[src/rtl/l2_pmem_adapter.sv]
// Bridges the L2 line-wide memory port to a burst-oriented physical memory port.
// A line goes out as BEATS write beats or is assembled from BEATS read beats, then L2 gets a one-cycle response.
module l2_pmem_adapter #(
    parameter int LINE_W  = 256,
    parameter int BURST_W = 64,
    parameter int ADDR_W  = 32
) (
    input  logic               clk,
    input  logic               rst,
    input  logic               l2_read_i,
    input  logic               l2_write_i,
    input  logic [ADDR_W-1:0]  l2_address_i,
    input  logic [LINE_W-1:0]  l2_line_i,
    output logic [LINE_W-1:0]  l2_line_o,
    output logic               l2_resp_o,
    output logic               mem_read_o,
    output logic               mem_write_o,
    output logic [ADDR_W-1:0]  mem_address_o,
    output logic [BURST_W-1:0] mem_burst_o,
    input  logic [BURST_W-1:0] mem_burst_i,
    input  logic               mem_resp_i
);

    localparam int BEATS = LINE_W / BURST_W;
    localparam int CNT_W = (BEATS > 1) ? $clog2(BEATS) : 1;
    localparam int IDX_W = (LINE_W > 1) ? $clog2(LINE_W) : 1;
    localparam logic [ADDR_W-1:0] OFF_MASK = ADDR_W'(LINE_W / 8 - 1);

    typedef enum logic [1:0] {IDLE, READ, WRITE, DONE} state_t;

    state_t             state;
    state_t             state_next;
    logic [CNT_W-1:0]   cnt;
    logic [ADDR_W-1:0]  addr;
    logic [LINE_W-1:0]  wline;
    logic [IDX_W-1:0]   base;
    logic               last_beat;

    assign mem_address_o = addr;
    assign last_beat     = (cnt == CNT_W'(BEATS - 1));

    // The counter stops on the terminal beat instead of wrapping, so it never leaves the line.
    always_comb begin
        state_next  = state;
        mem_read_o  = 1'b0;
        mem_write_o = 1'b0;
        mem_burst_o = '0;
        l2_resp_o   = 1'b0;
        base        = IDX_W'(cnt * BURST_W);
        case (state)
            IDLE: begin
                if (l2_write_i) begin
                    state_next = WRITE;
                end else if (l2_read_i) begin
                    state_next = READ;
                end
            end
            READ: begin
                mem_read_o = 1'b1;
                if (mem_resp_i && last_beat) begin
                    state_next = DONE;
                end
            end
            WRITE: begin
                mem_write_o = 1'b1;
                mem_burst_o = wline[base +: BURST_W];
                if (mem_resp_i && last_beat) begin
                    state_next = DONE;
                end
            end
            DONE: begin
                l2_resp_o  = 1'b1;
                state_next = IDLE;
            end
            default: state_next = IDLE;
        endcase
    end

    always_ff @(posedge clk) begin
        if (rst) begin
            state     <= IDLE;
            cnt       <= '0;
            addr      <= '0;
            wline     <= '0;
            l2_line_o <= '0;
        end else begin
            state <= state_next;
            case (state)
                IDLE: begin
                    if (l2_write_i || l2_read_i) begin
                        addr <= l2_address_i & ~OFF_MASK;
                        cnt  <= '0;
                        if (l2_write_i) begin
                            wline <= l2_line_i;
                        end
                    end
                end
                READ: begin
                    if (mem_resp_i) begin
                        l2_line_o[base +: BURST_W] <= mem_burst_i;
                        if (!last_beat) begin
                            cnt <= cnt + 1'b1;
                        end
                    end
                end
                WRITE: begin
                    if (mem_resp_i && !last_beat) begin
                        cnt <= cnt + 1'b1;
                    end
                end
                default: ;
            endcase
        end
    end

endmodule

[config.mk]
export PLATFORM = sky130hd
export DESIGN_NAME = l2_pmem_adapter
export DESIGN_NICKNAME = d
export VERILOG_FILES = /design/src/rtl/l2_pmem_adapter.sv
export SDC_FILE = /design/constraint.sdc
export NUM_CORES = 1
export LEC_CHECK = 0
export BUFFER_PORTS_ARGS = -buffer_cell sky130_fd_sc_hd__buf_2
export CORE_AREA = 2 2 281 283
export DETAILED_ROUTE_END_ITERATION = 8
export DIE_AREA = 0 0 283 285
export GPL_ROUTABILITY_DRIVEN = 0
export GPL_TIMING_DRIVEN = 1
export PLACE_DENSITY_LB_ADDON = 0.2
export SETUP_SLACK_MARGIN = 0.15
export SLEW_MARGIN = 20
export SYNTH_ARGS = -nofsm -noshare
export SYNTH_HDL_FRONTEND = slang
export SYNTH_SLANG_ARGS = --single-unit
export TNS_END_PERCENT = 20
[constraint.sdc]
create_clock -name clk -period 2.79 [get_ports clk]
set_input_delay 0.558 -clock clk [delete_from_list [all_inputs] [get_ports clk]]
set_output_delay 0.558 -clock clk [all_outputs]
set_load 0.005 [all_outputs]
==> impl_metrics.ini <==
[worst_setup_path]
worstRegToRegCells = 7
critical_path_class = reg -> out
timing.critical_path.fanout_max = 8
startpoint_class_of_the_critical_path = flip-flop
timing.critical_path.arrival_ns = 2.21
timing.rr.start = cnt[1]$_SDFFE_PP0P_
timing.critical_path.to_type = output port
regToRegSetupSlack_ns = 0.33
timing.rr.end = l2_line_o[239]$_SDFFE_PP0P_
cp.required_ns = 2.23

[worst_hold_path]
hp-class = in -> reg
hold_path.startpoint = l2_line_i[189]
holdPathEnd = wline[189]$_SDFFE_PP0P_
timing.hold.worst_path_depth = 3

[cells_and_area]
design.final.nets = 3224
area_delta_synth_final_pct = 36.37
nFillCells = 8151
post_route_cells_drive_above_1_share_pct = 33.82
register_area_sq_um = 10880
post_layout_nonfiller_instances = 3967
stdcell_area_sq_um = 27780
multiInputGateArea_sq_um = 8813
layout.core_utilization_pct = 35.62

[clock_tree]
ctsHtreeMaxLevel = 2
cts.path.max_buffers = 3
cts_root_buffer = sky130_fd_sc_hd__clkbuf_16
path_clk_slew_ns = 0.06
numClockSinks = 543
ctsHoldBuffers = 0
cts-buffers-inserted = 61
tritoncts = built
worstSkewPairLatency_ns = 0.63

[synthesis]
yosysUniqueCellTypes = 37
yosysWarningCount = 0
post-synth-top-area-cell = sky130_fd_sc_hd__dfxtp_1
synth_area_sq_um = 20370
synth.ff_latch_count = 543
synth-adder-area-share_pct = 0.6758
synthMuxAreaShare_pct = 7.175
yosys-top-cells-area = sky130_fd_sc_hd__dfxtp_1 (53%), sky130_fd_sc_hd__nand2_1 (12%), sky130_fd_sc_hd__a21oi_1 (8.7%)
yosysTopAreaCellShare_pct = 53.37
synth_compound_gate_area_share_pct = 17.12
yosys.area_share.xor_xnor_pct = 0
synth_simple_gate_area_share_pct = 17.33
synth_top_family_by_area = simple AND/OR/NAND/NOR gates
post_synth_inst_count = 2233
synth-seq-area-share_pct = 53.37
synthesis.area_per_instance_sq_um = 9.121

[power_and_ir_drop]
power.density_nw_per_um2 = 862.8
total_leakage_power_nw = 11.80
ir_drop_v = 0.0008122

[grt]
first_global_vias = 18537
grt_pass1_wl_um = 116100
grt_start_max_net_pins = 204
grt-ovfl-total = 0
initial_antenna_violation_count = 18
global_route.usage.total_pct = 18.27

[sta]
crit_share_post_route_pct = 99.07
timing.slew.headroom_pct = 33.63
timing.fmax_mhz = 361.8
finalHoldViolCount = 0
report.final.setup_viol = 0
timing.final.max_slew_violations = 0
rsz0062_at_grt = true
finalClockSkew_ns = 0.02220
final_period_minus_worst_setup_slack_ns = 2.764
tightestPinTransition_ns = 0.9956

[place]
placement.io_buffers = 701
post_dp_cell_area_sq_um = 25110
post-place-cells = 3833
place.detailed.hpwl_um = 54580

[flow_run]
maxCapViolations = 0

[drt]
average_detailed_routed_wire_length_per_instance_um = 19.49
drc = 0
vias = 18750
initialDrtViolationCount = 996
routed_via_density = 4.726
drtAntennaViolNets = 0
drt_wl_total_um = 77300
first_drt_pass_iteration_count = 5

[floorplan]
io_pins = 712
initial_util_pct = 26.12
fp.dieArea_sq_um = 80660
die-height_um = 285
num_rows = 103
die-width_um = 283
core_sq_um = 77970

[outcome]
outcome = completed
==> through the flow <==
stage	hold slack (ns)	setup slack [ns]	power, mW	setup TNS [ns]
floorplan	0.4331	0.1913	12.87	0
finish	0.1700	0.02608	23.96	0
CTS	0.1053	-0.05205	24.28	-0.6953
detailed placement	0.4430	0.3428	15.44	0
global placement	0.4375	0.3837	15.31	0
global route	0.1319	-0.07546	25.22	-1.194
==> worst max-delay path, stage by stage, from the launching register on <==
cell and delay, ns:
sky130_fd_sc_hd__dfxtp_4 0.38, sky130_fd_sc_hd__buf_12 0.14, sky130_fd_sc_hd__buf_12 0.12, sky130_fd_sc_hd__buf_16 0.14, sky130_fd_sc_hd__mux4_2 0.50, sky130_fd_sc_hd__and2_4 0.17, sky130_fd_sc_hd__buf_6 0.11
==> power breakdown <==
group	leakage [nW]	internal (mW)	switching, mW
clock	1.03	5.00	3.36
sequential	4.42	8.59	0.430
combinational	6.35	2.64	3.95
==> timing repair <==
item,in CTS,in global routing
gates resized for setup,53,36
setup endpoints to repair,64,64
gates cloned,2,0
pin swaps,27,5
setup buffers,8,0
==> metal layers <==
layer / up-vias / part of all wire, % / track usage (%)
met4: 10 / 2.8 / 6.237
met1: 9036 / 41 / 22.22
met3: 129 / 6.3 / 4.400
met2: 614 / 49 / 31.52
li1: 8961 / - / -
met5: - / 0.084 / 0
==> worst max path at each step <==
stage                         from                           to  slack (ns)  cells after the start
2_1_floorplan  cnt[1]$_SDFFE_PP0P_  l2_line_o[195]$_SDFFE_PP0P_        0.19                      8
3_3_place_gp   cnt[0]$_SDFFE_PP0P_  l2_line_o[238]$_SDFFE_PP0P_        0.38                      6
3_5_place_dp   cnt[0]$_SDFFE_PP0P_  l2_line_o[199]$_SDFFE_PP0P_        0.34                      6
4_1_cts        cnt[0]$_SDFFE_PP0P_              mem_burst_o[55]       -0.05                      6
5_1_grt        cnt[0]$_SDFFE_PP0P_              mem_burst_o[61]       -0.08                      6
6_report       cnt[0]$_SDFFE_PP0P_              mem_burst_o[62]        0.03                      6
==> flip-flops by register name, indices dropped and copies added, names as in the netlist <==
register,flops
cnt,2
l2_line_o,256
mem_address_o,27
state,2
wline,256
==> cell usage in the layout, fill, tap and decap left out, drive strengths merged <==
master	n
or4	2
a21bo	1
nor3	2
nor3b	1
dfxtp	543
a21boi	1
a21oi	353
clkinvlp	2
a211oi	1
o21ai	1
bufinv	7
mux2i	2
buf	760
inv	9
ha	11
mux4	64
nor4bb	1
o21a	1
nor4b	1
diode	13
a32oi	64
clkbuf	86
nand3	70
or2	1
nor2b	1
nand2	636
and3	1
nor4	2
or3b	2
and2	66
conb	5
nand2b	1
clkinv	14
a22o	126
a2111oi	2
nor2	64
==> synthesized netlist by cell type (all sizes together) <==
cell type	n
a2111oi	2
a211oi	1
a21bo	1
a21boi	1
a21oi	353
a22o	126
a32oi	64
and2	66
and3	1
buf	44
clkbuf	160
conb	1
dfxtp	543
ha	11
inv	7
mux2i	2
mux4	64
nand2	636
nand2b	1
nand3	70
nor2	64
nor2b	1
nor3	2
nor3b	1
nor4	2
nor4b	1
nor4bb	1
o21a	1
o21ai	1
or2	1
or3b	2
or4	2
==> layout make-up <==
class / instances / share of cell area, %
inverter: 7 / 0.09460
antenna: 13 / 0.1171
sequential: 543 / 39.16
tap: 1050 / 4.730
timing repair buffer: 760 / 16.60
clock inverter: 25 / 1.297
clock buffer: 86 / 6.266
multi-input combinational: 1483 / 31.73
==> kinds of logic after synthesis <==
kind of cell	count (synthesis)
other	1
and+or+nand+nor	851
buffers and inverters	211
muxes	66
DFF	543
adders and majority gates	11
AOI/OAI and AO/OA	550
Power figures use the tool's default switching activity.
